File: src/rtl/sqrt_lut_init_pkg.sv
// Shared definitions for the square-root LUT builder and its readers:
// FSM state codes and the fixed-point derivations of the radicand/root widths.
package sqrt_lut_init_pkg;

    localparam logic [2:0] S_IDLE  = 3'd0;
    localparam logic [2:0] S_LOAD  = 3'd1;
    localparam logic [2:0] S_CALC  = 3'd2;
    localparam logic [2:0] S_WRITE = 3'd3;
    localparam logic [2:0] S_FIN   = 3'd4;

    // Left shift that aligns the address binary point with the squared root point.
    function automatic int sqrt_shift(input int din_point, input int dout_point);
        return 2 * dout_point - din_point;
    endfunction

    // Radicand width, rounded up to even so it splits into whole bit pairs.
    function automatic int sqrt_rad_w(input int din_width, input int shift);
        int w;
        w = din_width + shift;
        return w + (w % 2);
    endfunction

    function automatic int sqrt_iter(input int rad_w);
        return rad_w / 2;
    endfunction

endpackage

File: src/rtl/sqrt_lut_init_core.sv
// Restoring digit-by-digit square root: one root bit per step, MSB first,
// consuming the radicand two bits at a time. Only shifts, compare and subtract.
module sqrt_serial_core #(
    parameter int RAD_W = 6,
    parameter int ITER  = RAD_W / 2
) (
    input  logic             clk,
    input  logic             rst_n,
    input  logic             load_i,
    input  logic             step_i,
    input  logic [RAD_W-1:0] rad_i,
    output logic [ITER-1:0]  root_o,
    output logic             ready_o,
    output logic             last_o
);

    // Remainder never exceeds 2*root, so ITER+2 bits cover the shifted trial value.
    localparam int REM_W = ITER + 2;
    localparam int CNT_W = $clog2(ITER + 1);

    logic [RAD_W-1:0] rad_q, rad_d;
    logic [REM_W-1:0] rem_q, rem_d;
    logic [ITER-1:0]  root_q, root_d;
    logic [CNT_W-1:0] cnt_q, cnt_d;
    logic [REM_W-1:0] rem_sh;
    logic [REM_W-1:0] trial;

    assign ready_o = (cnt_q == CNT_W'(ITER));
    assign last_o  = step_i && (cnt_q == CNT_W'(ITER - 1));
    assign root_o  = root_q;

    always_comb begin
        rad_d  = rad_q;
        rem_d  = rem_q;
        root_d = root_q;
        cnt_d  = cnt_q;
        rem_sh = (rem_q << 2) | REM_W'(rad_q[RAD_W-1 -: 2]);
        trial  = (REM_W'(root_q) << 2) | REM_W'(1);
        if (load_i) begin
            rad_d  = rad_i;
            rem_d  = '0;
            root_d = '0;
            cnt_d  = '0;
        end else if (step_i && !ready_o) begin
            rad_d = rad_q << 2;
            cnt_d = cnt_q + 1'b1;
            if (rem_sh >= trial) begin
                rem_d  = rem_sh - trial;
                root_d = (root_q << 1) | ITER'(1);
            end else begin
                rem_d  = rem_sh;
                root_d = root_q << 1;
            end
        end
    end

    always_ff @(posedge clk or negedge rst_n) begin
        if (!rst_n) begin
            rad_q  <= '0;
            rem_q  <= '0;
            root_q <= '0;
            cnt_q  <= '0;
        end else begin
            rad_q  <= rad_d;
            rem_q  <= rem_d;
            root_q <= root_d;
            cnt_q  <= cnt_d;
        end
    end

endmodule

File: src/rtl/sqrt_lut_init.sv
// Builds a square-root lookup table: for every address computes the fixed-point
// root bit-serially and pushes it out through a valid/ready write port.
module sqrt_lut_init
    import sqrt_lut_init_pkg::*;
#(
    parameter int DIN_WIDTH  = 16,
    parameter int DIN_POINT  = 10,
    parameter int DOUT_WIDTH = 16,
    parameter int DOUT_POINT = 12
) (
    input  logic                  clk,
    input  logic                  rst_n,
    input  logic                  start,
    output logic                  busy,
    output logic                  done,
    output logic                  wen,
    output logic [DIN_WIDTH-1:0]  wadd,
    output logic [DOUT_WIDTH-1:0] win,
    input  logic                  wready,
    output logic [2:0]            state_o
);

    localparam int SHIFT = sqrt_shift(DIN_POINT, DOUT_POINT);
    localparam int RAD_W = sqrt_rad_w(DIN_WIDTH, SHIFT);
    localparam int ITER  = sqrt_iter(RAD_W);

    if (SHIFT < 0) begin : g_bad_shift
        $error("sqrt_lut_init: 2*DOUT_POINT must be >= DIN_POINT");
    end

    // Write handshake: a write is transferred on a rising edge where wen and
    // wready are both high; wadd/win stay frozen while wen waits for wready.
    logic [2:0]           state_q, state_d;
    logic [DIN_WIDTH-1:0] addr_q, addr_d;
    logic                 busy_q, busy_d;
    logic                 done_q, done_d;
    logic                 core_load, core_step, core_ready, core_last;
    logic [ITER-1:0]      core_root;
    logic [RAD_W-1:0]     core_rad;

    assign core_rad = RAD_W'(addr_q) << SHIFT;

    sqrt_serial_core #(
        .RAD_W (RAD_W),
        .ITER  (ITER)
    ) u_core (
        .clk     (clk),
        .rst_n   (rst_n),
        .load_i  (core_load),
        .step_i  (core_step),
        .rad_i   (core_rad),
        .root_o  (core_root),
        .ready_o (core_ready),
        .last_o  (core_last)
    );

    if (ITER > DOUT_WIDTH) begin : g_sat
        assign win = (|core_root[ITER-1:DOUT_WIDTH]) ? {DOUT_WIDTH{1'b1}}
                                                     : core_root[DOUT_WIDTH-1:0];
    end else begin : g_nosat
        assign win = DOUT_WIDTH'(core_root);
    end

    assign wen     = (state_q == S_WRITE) && core_ready;
    assign wadd    = addr_q;
    assign busy    = busy_q;
    assign done    = done_q;
    assign state_o = state_q;

    always_comb begin
        state_d   = state_q;
        addr_d    = addr_q;
        busy_d    = busy_q;
        done_d    = done_q;
        core_load = 1'b0;
        core_step = 1'b0;
        case (state_q)
            S_IDLE: begin
                if (start) begin
                    state_d = S_LOAD;
                    addr_d  = '0;
                    busy_d  = 1'b1;
                    done_d  = 1'b0;
                end
            end
            S_LOAD: begin
                core_load = 1'b1;
                state_d   = S_CALC;
            end
            S_CALC: begin
                core_step = 1'b1;
                if (core_last) state_d = S_WRITE;
            end
            S_WRITE: begin
                if (wen && wready) begin
                    if (addr_q == {DIN_WIDTH{1'b1}}) begin
                        state_d = S_FIN;
                    end else begin
                        addr_d  = addr_q + 1'b1;
                        state_d = S_LOAD;
                    end
                end
            end
            S_FIN: begin
                busy_d  = 1'b0;
                done_d  = 1'b1;
                state_d = S_IDLE;
            end
            default: state_d = S_IDLE;
        endcase
    end

    always_ff @(posedge clk or negedge rst_n) begin
        if (!rst_n) begin
            state_q <= S_IDLE;
            addr_q  <= '0;
            busy_q  <= 1'b0;
            done_q  <= 1'b0;
        end else begin
            state_q <= state_d;
            addr_q  <= addr_d;
            busy_q  <= busy_d;
            done_q  <= done_d;
        end
    end

endmodule

File: config.mk
export PLATFORM = sky130hd
export DESIGN_NAME = sqrt_lut_init
export DESIGN_NICKNAME = d
export VERILOG_FILES = /design/src/rtl/sqrt_lut_init_pkg.sv /design/src/rtl/sqrt_lut_init_core.sv /design/src/rtl/sqrt_lut_init.sv
export SDC_FILE = /design/constraint.sdc
export NUM_CORES = 1
export LEC_CHECK = 0
export ABC_AREA = 1
export ABC_CLOCK_PERIOD_IN_PS = 1700
export CORE_UTILIZATION = 30
export CTS_CLUSTER_DIAMETER = 100
export DETAILED_ROUTE_END_ITERATION = 10
export GPL_ROUTABILITY_DRIVEN = 0
export PLACE_DENSITY_LB_ADDON = 0.3
export SYNTH_ARGS = -nofsm -noshare
export SYNTH_HDL_FRONTEND = slang
export SYNTH_SLANG_ARGS = --single-unit
File: constraint.sdc
create_clock -name clk -period 1.7 [get_ports clk]
set_input_delay 0.34 -clock clk [delete_from_list [all_inputs] [get_ports clk]]
set_output_delay 0.34 -clock clk [all_outputs]
set_load 0.02 [all_outputs]
==> out/metrics.json <==
{
  "max-cap-violations": 0,
  "postRouteAntennaNets": 0,
  "routed-via-count": 4592,
  "max-clock-path-buffers": 2,
  "final_design_area_excluding_fillers_um2": 6960,
  "detail_route.iter0.violations": 181,
  "clkLatencyLatePin_ns": 0.34,
  "post_dp_cell_area_um2": 6130,
  "p_clk_frac": 0.139,
  "clk_pin_slew_ns": 0.06,
  "drc_violations_left": 0,
  "synth_flop_cell": "sky130_fd_sc_hd__dfrtp_1",
  "max_clock_freq_mhz": 532,
  "largest_net_degree_at_the_start_of_global_routing": 72,
  "num_rows": 44,
  "nets": 797,
  "finClkSkew_ns": 0.00698,
  "syn_nets": 628,
  "hold-worst-slack_ns": -0.0111,
  "synth-edff-count": 0,
  "ioPinCount": 42,
  "cts.hold.buffers_added": 0,
  "critPathTopFamily": "simple AND/OR/NAND/NOR gates",
  "design.core.area_um2": 14500,
  "antenna_cells": 0,
  "cts_num_sinks": 71,
  "post_synth.cell_area_avg_um2": 7.40,
  "route.final.wire_length_um": 13500,
  "timing.final.crit_share": 1.11,
  "sort_of_element_at_the_start_of_the_critical_path": "flop",
  "via_count_of_the_first_global_routing_pass": 4786,
  "critical-path-slowest-cell": "sky130_fd_sc_hd__dfrtp_1",
  "yosysSeqAreaShare": 0.397,
  "worst_path_bufs_invs": 2,
  "grt.overflow.total": 0,
  "critical_path_arrival_ns": 2.11,
  "yosysWarningCount": 0,
  "switchingPower_mw": 6.53,
  "setup_violations": 16,
  "p_leak_nw": 3.52,
  "grt_first_pass_wirelength_um": 22700,
  "synth_top_area_cell": "sky130_fd_sc_hd__dfrtp_1",
  "die_height_um": 124,
  "outcome": "finished, violations left",
  "fin_tns_setup_ns": -2.00,
  "cpPeakStageDelay_ns": 0.41,
  "finalWorstPathRequiredPeriod_ns": 1.88,
  "violations": "negative hold slack, negative setup slack",
  "cts_max_level": 3,
  "timing.critical_path.to_type": "flop",
  "tritoncts": "built",
  "grt_usage": 0.191,
  "port_buffer_count": 40,
  "initial_core_util": 0.308,
  "critical_path.max_fanout": 8,
  "timing_max_transition_violations_final": 0,
  "worstPathCellList": "ha_4, nand2_2, inv_2, nand2_4, nor2_4, nand2_2, nand3_2, nor2_4, buf_6, nand2_8, nand2_1, nand3_2, nand2_1",
  "numCtsBuffers": 9,
  "total_power_mw": 14.1,
  "routed_wire_length_per_instance_um": 14.0,
  "hold_viol": 4,
  "setup_repair_after_global_routing_missed_its_margin": "true",
  "timing.final.ws_setup_ns": -0.179,
  "drt-vias-per-instance": 4.77,
  "netSwitchingFraction": 0.464,
  "synth_cells": 604,
  "layout_cells_sized_above_1": 0.388,
  "min_path_type": "input port to async pin",
  "drt_pre_antenna_iters": 5,
  "clk_root_buffer_cell": "sky130_fd_sc_hd__clkbuf_16",
  "post-synth-top-count-cell": "sky130_fd_sc_hd__nand2_1",
  "dieArea_um2": 15400,
  "worst-setup-path-type": "flop to flop",
  "number_of_antenna_violations_at_the_first_check_in_global_routing": 0,
  "synth.top_cells.by_area": "sky130_fd_sc_hd__dfrtp_1, sky130_fd_sc_hd__nand2_1, sky130_fd_sc_hd__inv_1",
  "seqPwrFrac": 0.167,
  "area.growth.synth_to_final_pct": 55.8,
  "num-fill-cells": 1433,
  "ir_worst_vdd_uv": 931,
  "synthTopCellsByCount": "sky130_fd_sc_hd__nand2_1, sky130_fd_sc_hd__inv_1, sky130_fd_sc_hd__dfrtp_1, sky130_fd_sc_hd__nand3_1, sky130_fd_sc_hd__nor2_1",
  "library_cells_used_by_synthesis": 37,
  "post-synth-top-area-fraction": 0.397,
  "power-per-cell-area_nw_per_um2": 2020,
  "async_reset_ff_frac": 1.00,
  "ys_seq_elements": 71,
  "dp.final_hpwl_um": 9360,
  "cell_internal_pwr_mw": 7.55,
  "post_synth_instance_area_um2": 4470,
  "die_x_um": 124,
  "power.combinational.fraction": 0.694,
  "critical_path_required_ns": 1.93
}
[path summary, 6_finish.rpt]
check                                  from                to  cells past startpoint  slack (ns)
setup / recovery            u_core.rem_q[6]   u_core.rem_q[7]                     13       -0.18
hold / removal                        rst_n   u_core.rem_q[5]                      2       -0.01
setup reg to reg            u_core.rem_q[6]   u_core.rem_q[7]                     13       -0.18
hold reg to reg            u_core.rad_q[24]  u_core.rad_q[24]                      2        0.48
max in group asynchronous             rst_n  u_core.root_o[4]                      2        1.32
min in group clk           u_core.rad_q[24]  u_core.rad_q[24]                      2        0.48
[cell type report]
cell class | instances | area [µm²] | area share
timing repair buffer | 174 | 1450 | 0.208
clock inverter | 7 | 78.8 | 0.0113
sequential | 71 | 1800 | 0.259
multi-input combinational | 434 | 2860 | 0.410
inverter | 83 | 324 | 0.0465
tap | 184 | 230 | 0.0331
clock buffer | 9 | 225 | 0.0323
[layout by cell type (no fill, tap or decap), types with 9 or more instances in the layout]
cell type / netlist / layout
sky130_fd_sc_hd__inv_2: 10 / 31
sky130_fd_sc_hd__buf_6: 1 / 10
sky130_fd_sc_hd__dfrtp_2: 0 / 20
sky130_fd_sc_hd__xor2_1: 15 / 15
sky130_fd_sc_hd__nand2_1: 202 / 171
sky130_fd_sc_hd__nand2_2: 3 / 19
sky130_fd_sc_hd__ha_4: 0 / 16
sky130_fd_sc_hd__buf_4: 4 / 121
sky130_fd_sc_hd__o22ai_1: 14 / 14
sky130_fd_sc_hd__dfrtp_1: 71 / 51
sky130_fd_sc_hd__dlygate4sd2_1: 0 / 30
sky130_fd_sc_hd__nor2_1: 37 / 29
sky130_fd_sc_hd__nand3_1: 45 / 30
sky130_fd_sc_hd__inv_1: 72 / 50
sky130_fd_sc_hd__nand3b_1: 11 / 11
sky130_fd_sc_hd__nand3_2: 0 / 14
sky130_fd_sc_hd__nand2_4: 1 / 15
sky130_fd_sc_hd__o21ai_1: 9 / 10
sky130_fd_sc_hd__o21ai_0: 11 / 9
sky130_fd_sc_hd__clkbuf_16: 0 / 9
[sequential cells by signal, indices dropped and copies added, names as in the netlist]
name and count:
wadd 16, u_core.root_o 15, busy 1, state_o 3, done 1, u_core.rem_q 15
u_core.rad_q 16, u_core.cnt_q 4
[per-layer routing]
| layer | wire length [µm] | up-vias | track usage |
|---|---|---|---|
| met5 | 0 | - | 0 |
| li1 | - | 2292 | - |
| met3 | 480 | 14 | 0.0403 |
| met4 | 184 | 0 | 0.0610 |
| met2 | 6930 | 83 | 0.334 |
| met1 | 5920 | 2203 | 0.231 |
[kinds of logic after synthesis]
family,share of synthesized area
adders and majority gates,0.0560
DFF,0.397
and+or+nand+nor,0.319
buffers and inverters,0.0929
AOI/OAI and AO/OA,0.0968
other,0.000839
xor gates and xnor gates,0.0372
[metrics by stage]
stage	utilization	worst slack, ns	hold WS, ns	std cells
CTS	0.465	-0.126	0.0417	955
global route	0.479	-0.278	0.0625	962
floorplan	-	-0.0318	0.0444	604
global placement	0.422	-0.161	0.398	923
finish	0.479	-0.179	-0.0111	962
detailed placement	0.422	-0.188	0.401	923
[power groups by stage]
stage | Clock, mW | Combinational [mW] | Sequential [mW]
after floorplan | 0 | 4.74 | 2.52
after global placement | 0 | 7.73 | 2.36
after detailed placement | 0 | 7.82 | 2.38
after CTS | 2.02 | 9.17 | 2.36
after global routing | 2.08 | 10.7 | 2.40
final | 1.96 | 9.77 | 2.36
[timing repair]
item                                   CTS  global route
resized for setup                       96            45
buffers inserted                        14             8
endpoints found under the hold margin    0             0
pin swaps                               25            33
setup endpoints to repair               67            64
cloned                                   2             1
(Power assumes the default switching activity.)
